**config.mk**
```make
export PLATFORM = sky130hd
export DESIGN_NAME = spm_product_deser
export DESIGN_NICKNAME = d
export VERILOG_FILES = /design/src/rtl/spm_product_deser.sv
export SDC_FILE = /design/constraint.sdc
export NUM_CORES = 1
export LEC_CHECK = 0
export BUFFER_PORTS_ARGS = -buffer_cell sky130_fd_sc_hd__buf_4
export CAP_MARGIN = 15
export CORE_MARGIN = 4
export CORE_UTILIZATION = 50
export DETAILED_ROUTE_END_ITERATION = 6
export PLACE_DENSITY = 0.71
export SLEW_MARGIN = 20
export SYNTH_ARGS = -nofsm -noshare
export SYNTH_HDL_FRONTEND = slang
export SYNTH_SLANG_ARGS = --single-unit
```
**constraint.sdc**
```tcl
create_clock -name clk -period 3.2 [get_ports clk]
set_input_delay 0.64 -clock clk [delete_from_list [all_inputs] [get_ports clk]]
set_output_delay 0.64 -clock clk [all_outputs]
set_load 0.02 [all_outputs]
```
**src/rtl/spm_product_deser.sv**
```systemverilog
`default_nettype none
// ============================================================================
//  Module   : spm_product_deser
//  Purpose  : Receiving end of the serial-parallel multiplier product stream.
//             Aligns to a start pulse, shifts in exactly XW+YW product bits
//             (LSB first) and presents the assembled word on a valid/ready
//             handshake.
//  Ports    : clk        - clock, rising edge
//             rst        - asynchronous reset, active low
//             start      - one-cycle pulse, first y bit entering the spm
//             p          - serial product bit
//             prod       - assembled product (meaningful while prod_valid)
//             prod_valid - prod complete and held
//             prod_ready - consumer accepts prod
//             busy       - collection in progress
//             overrun    - sticky: a start was dropped
//             clr_ovr    - synchronous clear of overrun
//  Revision : 1.0  initial release
// ============================================================================
module spm_product_deser #(
    parameter int XW  = 32,
    parameter int YW  = 32,
    parameter int LAT = 1
) (
    input  logic               clk,
    input  logic               rst,
    input  logic               start,
    input  logic               p,
    output logic [XW+YW-1:0]   prod,
    output logic               prod_valid,
    input  logic               prod_ready,
    output logic               busy,
    output logic               overrun,
    input  logic               clr_ovr
);

    localparam int         PW       = XW + YW;
    localparam int         CW       = $clog2(PW + 1);
    localparam logic [3:0] C_LAT_M1 = (LAT > 0) ? 4'(LAT - 1) : 4'd0;

    typedef enum logic [1:0] {
        ST_IDLE  = 2'd0,
        ST_WAIT  = 2'd1,
        ST_SHIFT = 2'd2,
        ST_HOLD  = 2'd3
    } state_t;

    state_t          r_state;
    state_t          w_state_nxt;
    logic [PW-1:0]   r_sr;
    logic [PW-1:0]   w_sr_nxt;
    logic [PW-1:0]   w_shifted;
    logic [CW-1:0]   r_cnt;
    logic [CW-1:0]   w_cnt_nxt;
    logic [3:0]      r_lat;
    logic [3:0]      w_lat_nxt;
    logic            r_valid;
    logic            r_busy;
    logic            r_ovr;
    logic            w_launch;
    logic            w_capture0;
    logic            w_drop;

    // New bits enter at the top so that after PW shifts the first bit
    // received sits in bit 0.
    assign w_shifted = {p, r_sr[PW-1:1]};

    always_ff @(posedge clk or negedge rst) begin
        if (!rst) begin
            r_state <= ST_IDLE;
        end else begin
            r_state <= w_state_nxt;
        end
    end

    always_comb begin
        w_state_nxt = r_state;
        w_sr_nxt    = r_sr;
        w_cnt_nxt   = r_cnt;
        w_lat_nxt   = r_lat;
        w_launch    = 1'b0;
        w_capture0  = 1'b0;
        w_drop      = 1'b0;

        case (r_state)
            ST_IDLE: begin
                w_launch = start;
            end
            ST_WAIT: begin
                // The cycle in which the latency counter has reached zero is
                // the cycle product bit 0 is on p, so it is captured here.
                if (r_lat == 4'd0) begin
                    w_capture0 = 1'b1;
                end else begin
                    w_lat_nxt = r_lat - 4'd1;
                end
                w_drop = start;
            end
            ST_SHIFT: begin
                w_sr_nxt  = w_shifted;
                w_cnt_nxt = r_cnt + CW'(1);
                if (r_cnt == CW'(PW - 1)) begin
                    w_state_nxt = ST_HOLD;
                end
                w_drop = start;
            end
            ST_HOLD: begin
                if (prod_ready) begin
                    w_state_nxt = ST_IDLE;
                    w_launch    = start;
                end else begin
                    w_drop = start;
                end
            end
            default: begin
                w_state_nxt = ST_IDLE;
            end
        endcase

        if (w_launch) begin
            if (LAT == 0) begin
                w_capture0 = 1'b1;
            end else begin
                w_state_nxt = ST_WAIT;
                w_lat_nxt   = C_LAT_M1;
            end
        end

        if (w_capture0) begin
            w_sr_nxt    = w_shifted;
            w_cnt_nxt   = CW'(1);
            w_state_nxt = ST_SHIFT;
        end
    end

    // Flag outputs are flopped from the next state so they stay registered.
    always_ff @(posedge clk or negedge rst) begin
        if (!rst) begin
            r_sr    <= '0;
            r_cnt   <= '0;
            r_lat   <= '0;
            r_valid <= 1'b0;
            r_busy  <= 1'b0;
            r_ovr   <= 1'b0;
        end else begin
            r_sr    <= w_sr_nxt;
            r_cnt   <= w_cnt_nxt;
            r_lat   <= w_lat_nxt;
            r_valid <= (w_state_nxt == ST_HOLD);
            r_busy  <= (w_state_nxt == ST_WAIT) || (w_state_nxt == ST_SHIFT);
            // A dropped start wins over a coincident clear.
            r_ovr   <= w_drop | (r_ovr & ~clr_ovr);
        end
    end

    assign prod       = r_sr;
    assign prod_valid = r_valid;
    assign busy       = r_busy;
    assign overrun    = r_ovr;

endmodule
`default_nettype wire

```
==> summary.md, run 1 <==
| Metric | Value |
|---|---|
| Worst slew pin tran | 952 ps |
| Clock-pin slew on the worst setup and hold paths | 70 ps |
| Clock share of power | 0.391 |
| Max Slew Vio Count | 0 |
| Post-CTS setup buffer count | 0 |
| I/O Buffers | a little over 70 |
| Final Wtd Congestion | around 0.74 |
| Synth Warn # | 0 |
| WP data required | around 3400 ps |
| Post-CTS Hold Fix Bufs | 0 |
| Clk buf depth | 2 |
| Residual DRC count | 0 |
| Initial drt markers | approximately 120 |
| DR pass1 iterations | 4 |
| Final worst path period share | 0.735 |
| Post-route ant nets | 0 |
| Setup crit start kind | flip-flop |
| Clock skew | approximately 3.3 ps |
| Int Power | 1.59 mW |
| Logic pwr share | 0.082 |
| Status | finished, final reports clean |
| Synth cell types | 27 |
| First-pass GRT wire length | about 10000 microns |
| Vias per cell | 4.94 |
| Leak | approximately 2.0 nW |
| Top post-synthesis cells by area | dfrtp_1 56%, mux2_4 25%, buf_12 3.4% |
| Clock root buffer | clkbuf_8 |
| CTS tree | yes |
| Vias in the first global route | between 2000 and 2500 |
| Syn_area_per_cell | 16.2 sq um |
| Worst Hold Class | in -> async |
| Synth Register Bits | 80 |
| Fin area | 0.00431 sq mm |
| Filler Cell Count | approximately 550 |
| WS Path Type | reg -> reg |
| Row count | 30 |
| Nets | around 310 |
| Peak VDD IR | 0.288 mV |
| Total of max-cap violations | 0 |
| Min Tclk post-route | around 2400 ps |
| Peak Freq | about 430 MHz |
| Num ports | between 70 and 80 |
| Mapped Area | roughly 0.0035 sq mm |
| Mapped Nets | 234 |
| Most frequent cells in the layout | 80 x dfrtp_1, 73 x buf_4, 60 x mux2_4 |
| Critical path arrival | 2580 ps |
| Setup Viol. Count Final | 0 |
| P_sw | around 450 uW |
| Biggest area consumer among synthesized cells | dfrtp_1 |
| Initial antenna violation count | 0 |
| Avg WL per Cell | 15.2 microns |
| Cells after Synth | approximately 220 |
| Fraction of layout cells with a size suffix above 1 | 0.508 |
| Resize count post-CTS | 0 |
| Final hold vios | 0 |
| P&R area growth vs syn | 21.6% |
| Overall global routing resource usage | 0.147 |
| Num CTS Buffers | 9 |
| TNS Setup | 0 ps |
| Commonest non-fill, non-tap cell in the layout | dfrtp_1 |
| Total power | a little over 2 mW |
| Crit path launch | r_state[1] |
| Total number of vias | around 2000 |
| Worst-skew pair later-pin latency | 340 ps |
| Hpwl dp | between 4000 and 5000 microns |
| Share of the synthesized area in the top cell type | 0.565 |
| Max-slew headroom | 0.365 |
| Worst setup EP type | flip-flop |
| Die area | 0.00850 sq mm |
| DP Area | slightly above 0.004 sq mm |
| Sequential power share | 0.526 |
| Total routed wirelength | between 6000 and 7000 microns |
| Largest net degree at the start of global routing | a little over 80 |
| Worst Path Max Fanout | 20 |
| RSZ-0062 raised after global routing | no |
| # clock sinks | 80 |
| H-tree levels | 3 |
| Die Y | roughly 92 microns |
| GRT overflow | 0 |
| Initial Util | 0.519 |
| PwrDens | 473 mW/mm^2 |
| Switching fraction of total power | 0.220 |
| Die Width | roughly 90 microns |
| Antenna diodes | 0 |
| Part of the Yosys area used for sequential elements | 0.565 |
| Launch point of the worst reg-to-reg path | r_state[1] |
| Core ar. | slightly below 0.007 sq mm |
synth_stat cells:
| master | instances |
|---|---|
| dfrtp_1 | 80 |
| nand2_1 | 5 |
| nor4_1 | 1 |
| mux2_2 | 4 |
| nand4_1 | 2 |
| nor2_8 | 1 |
| mux2i_1 | 1 |
| or4_1 | 2 |
| ha_1 | 9 |
| or3_1 | 3 |
| mux2_4 | 60 |
| and4bb_1 | 1 |
| xor2_1 | 3 |
| nor2b_1 | 2 |
| buf_12 | 6 |
| or3b_2 | 1 |
| nand3_1 | 3 |
| nor2_1 | 4 |
| a311oi_1 | 1 |
| inv_1 | 7 |
| nor3b_1 | 2 |
| buf_2 | 1 |
| a21oi_1 | 8 |
| o31a_1 | 2 |
| xnor2_1 | 1 |
| buf_6 | 1 |
| o21ai_0 | 8 |
cell families after synthesis:
| logic type | after synthesis | synth area share |
|---|---|---|
| flops | 80 | 0.565 |
| mux | 65 | 0.270 |
| simple gates | 27 | 0.0480 |
| compound gates | 19 | 0.0300 |
| buf+inv | 15 | 0.0459 |
| fa+ha+maj | 9 | 0.0318 |
| xor+xnor | 4 | 0.00989 |
critical path: stages (launching register included):
cell	delay (ps)
dfrtp_1	390
inv_1	120
ha_1	260
and4bb_1	340
nor2_8	410
buf_4	380
mux2_4	330
cell type report:
cell class	count	area (sq um)	area share
clock buffers	13	149	0.0345
clock inverters	3	65.1	0.0151
inverters	7	26.3	0.00610
multi-input cells	124	1380	0.320
flip-flops and latches	80	2000	0.464
well taps	96	120	0.0279
repair buffers	74	568	0.132
registers in the layout, summed over array words and instances (netlist names):
register,flops
busy,1
r_cnt,7
prod,64
prod_valid,1
r_state,2
overrun,1
r_lat,4
power groups by stage:
stage          combinational (mW)  clock (mW)  sequential (mW)
6_report                    0.168       0.797             1.07
5_1_grt                     0.180       0.870             1.08
4_1_cts                     0.172       0.817             1.07
3_5_place_dp                0.172           0             1.09
3_3_place_gp                0.169           0             1.09
2_1_floorplan              0.0465           0             1.13
routing by layer:
metal,routed length [microns],global-route usage,share of wire
met5,0,0,0
met4,61,0.0421,0.010
met3,370,0.0591,0.061
met2,2840,0.226,0.47
met1,2780,0.193,0.46
path summary, 6_finish.rpt:
path,endpoint,slack (ps),depth (start not counted)
min reg2reg,prod[4],540,1
min in group clk,overrun,470,2
max in group asynchronous,prod[20],2150,1
min,prod[53],450,1
max reg2reg,prod[41],850,6
max,prod[41],850,6
metrics by stage:
stage | worst slack [ps] | util | hold WS [ps] | instances
2_1_floorplan | 1350 | - | 344 | 219
3_3_place_gp | 932 | 0.600 | 519 | 381
3_5_place_dp | 862 | 0.600 | 519 | 381
4_1_cts | 842 | 0.631 | 459 | 397
5_1_grt | 726 | 0.631 | 461 | 397
6_report | 849 | 0.631 | 449 | 397
No activity file was read; power rests on OpenSTA's default activity.
==> inputs of run 2 (changes only) <==
==> constraint.sdc (replaced) <==
create_clock -name clk -period 2.3 [get_ports clk]
set_input_delay 0.46 -clock clk [delete_from_list [all_inputs] [get_ports clk]]
set_output_delay 0.46 -clock clk [all_outputs]
set_load 0.02 [all_outputs]
==> summary.md, run 2 (synthesis gave the netlist of run 1 again) <==
| Metric | Value |
|---|---|
| DR pass1 iterations | 4 (unchanged) |
| Final Wtd Congestion | 0.798 (+8.2%) |
| Avg WL per Cell | 15.2 microns (-0.31%) |
| Commonest non-fill, non-tap cell in the layout | dfrtp_1 |
| Sequential power share | 0.531 (+0.005) |
| CTS tree | yes |
| Leak | 2.07 nW (+1.2%) |
| Die area | 0.00850 sq mm (unchanged) |
| Min Tclk post-route | 2050 ps (-301 ps) |
| Final worst path period share | 0.891 (+0.157) |
| Setup slack after layout | 250 ps (-599 ps) |
| Residual DRC count | 0 (unchanged) |
| Peak Freq | 488 MHz (+15%) |
| Clk buf depth | 2 (unchanged) |
| Worst Hold Margin | 59.5 ps (-389 ps) |
| Critical path arrival | 2260 ps (-320 ps) |
| First-pass GRT wire length | 10400 microns (+4.8%) |
| Overall global routing resource usage | 0.152 (+0.00456) |
| Hpwl dp | 4330 microns (+6.5%) |
| Die Y | 92.2 microns (unchanged) |
| Worst setup EP type | flip-flop |
| Switching fraction of total power | 0.223 (+0.00301) |
| Post-route ant nets | 0 (unchanged) |
| Initial Util | 0.519 (unchanged) |
| Num ports | 73 (unchanged) |
| GRT overflow | 0 (unchanged) |
| Setup Viol. Count Final | 0 (unchanged) |
| Int Power | 2.18 mW (+37%) |
| Initial drt markers | 48 (-60%) |
| Clock skew | 8.91 ps (+5.61 ps) |
| Vias per cell | 4.98 (+0.77%) |
| Worst-skew pair later-pin latency | 330 ps (about the same) |
| Num CTS Buffers | 9 (unchanged) |
| Post-CTS setup buffer count | 0 (unchanged) |
| Total number of vias | 1990 (+1.5%) |
| Setup Slack @ Placement | 281 ps (-580 ps) |
| Logic pwr share | 0.086 (+0.004) |
| WS Path Type | reg -> reg |
| Worst Hold Class | in -> async |
| Row count | 30 (unchanged) |
| Total routed wirelength | 6080 microns (+0.45%) |
| Nets | 315 (+1.3%) |
| PwrDens | 644 mW/mm^2 (+36%) |
| Core ar. | 0.00683 sq mm (unchanged) |
| Largest net degree at the start of global routing | 34 (-58%) |
| Largest register FFs | 64 (unchanged) |
| TNS Setup | 0 ps (unchanged) |
| Worst slew pin tran | 440 ps (-513 ps) |
| Resize count post-CTS | 0 (unchanged) |
| P_sw | 627 uW (+40%) |
| Clock root buffer | clkbuf_8 |
| Status | finished, final reports clean |
| Max-slew headroom | 0.706 (+0.341) |
| Max Slew Vio Count | 0 (unchanged) |
| WP data required | 2510 ps (-910 ps) |
| H-tree levels | 3 (unchanged) |
| Setup crit start kind | flip-flop |
| P&R area growth vs syn | 23.0% |
| Antenna diodes | 0 (unchanged) |
| Most frequent cells in the layout | 80 x dfrtp_1, 75 x buf_4, 60 x mux2_4 |
| RSZ-0062 raised after global routing | no |
| # clock sinks | 80 (unchanged) |
| Total of max-cap violations | 0 (unchanged) |
| Worst Path Max Fanout | 33 (+65%) |
| Clock-pin slew on the worst setup and hold paths | 80 ps (about the same) |
| Clock share of power | 0.383 (-0.008) |
| Final hold vios | 0 (unchanged) |
| I/O Buffers | 72 (unchanged) |
| Post-CTS Hold Fix Bufs | 0 (unchanged) |
| Peak VDD IR | 0.384 mV (+33%) |
| Filler Cell Count | 539 (-1.6%) |
| Fraction of layout cells with a size suffix above 1 | 0.520 (+0.0114) |
| Vias in the first global route | 2150 (+5.5%) |
| Initial antenna violation count | 0 (unchanged) |
| Die Width | 92.2 microns (unchanged) |
run 2: power by group through the flow:
| stage | registers (mW) | clock network (mW) | logic [mW] |
|---|---|---|---|
| 4_1_cts | 1.49 | 1.11 | 0.247 |
| 3_3_place_gp | 1.52 | 0 | 0.242 |
| 3_5_place_dp | 1.52 | 0 | 0.246 |
| 5_1_grt | 1.50 | 1.16 | 0.258 |
| 2_1_floorplan | 1.57 | 0 | 0.0646 |
| 6_report | 1.49 | 1.08 | 0.240 |
run 2: critical path: stages, from the launching register on:
cell,delay (ps)
dfrtp_1,400
inv_1,110
ha_1,270
and4bb_1,350
nor2_8,170
buf_12,260
mux2_2,370
run 2: final timing paths:
path	startpoint	endpoint	slack, ps	cells after the start
min in group clk	clr_ovr	overrun	320	2
hold reg to reg	prod[35]	prod[34]	540	1
hold / removal	rst	prod[53]	60	1
max in group asynchronous	rst	prod[29]	1650	2
setup reg to reg	r_state[1]	prod[21]	250	6
setup / recovery	r_state[1]	prod[21]	250	6
run 2: final cells by class:
cell class | instances | area (sq um) | area share
Clock inverter | 5 | 82.6 | 0.0189
Sequential cell | 80 | 2000 | 0.459
Tap cell | 96 | 120 | 0.0275
Multi-Input combinational cell | 124 | 1380 | 0.316
Clock buffer | 10 | 128 | 0.0293
Timing Repair Buffer | 78 | 623 | 0.143
Inverter | 7 | 26.3 | 0.00602
run 2: metal layers:
metal	GRT usage	vias up	wire (microns)
met1	0.210	1010	2830
met3	0.0345	6	259
met2	0.238	44	2940
met4	0.0483	0	47
li1	-	930	-
met5	0	-	0
run 2: through the flow:
| stage | std cells | power (mW) | area [sq um] | util |
|---|---|---|---|---|
| 3_3_place_gp | 385 | 1.76 | 4150 | 0.608 |
| 6_report | 400 | 2.81 | 4360 | 0.638 |
| 2_1_floorplan | 219 | 1.63 | 3540 | - |
| 5_1_grt | 400 | 2.92 | 4360 | 0.638 |
| 4_1_cts | 400 | 2.85 | 4360 | 0.638 |
| 3_5_place_dp | 385 | 1.77 | 4150 | 0.608 |
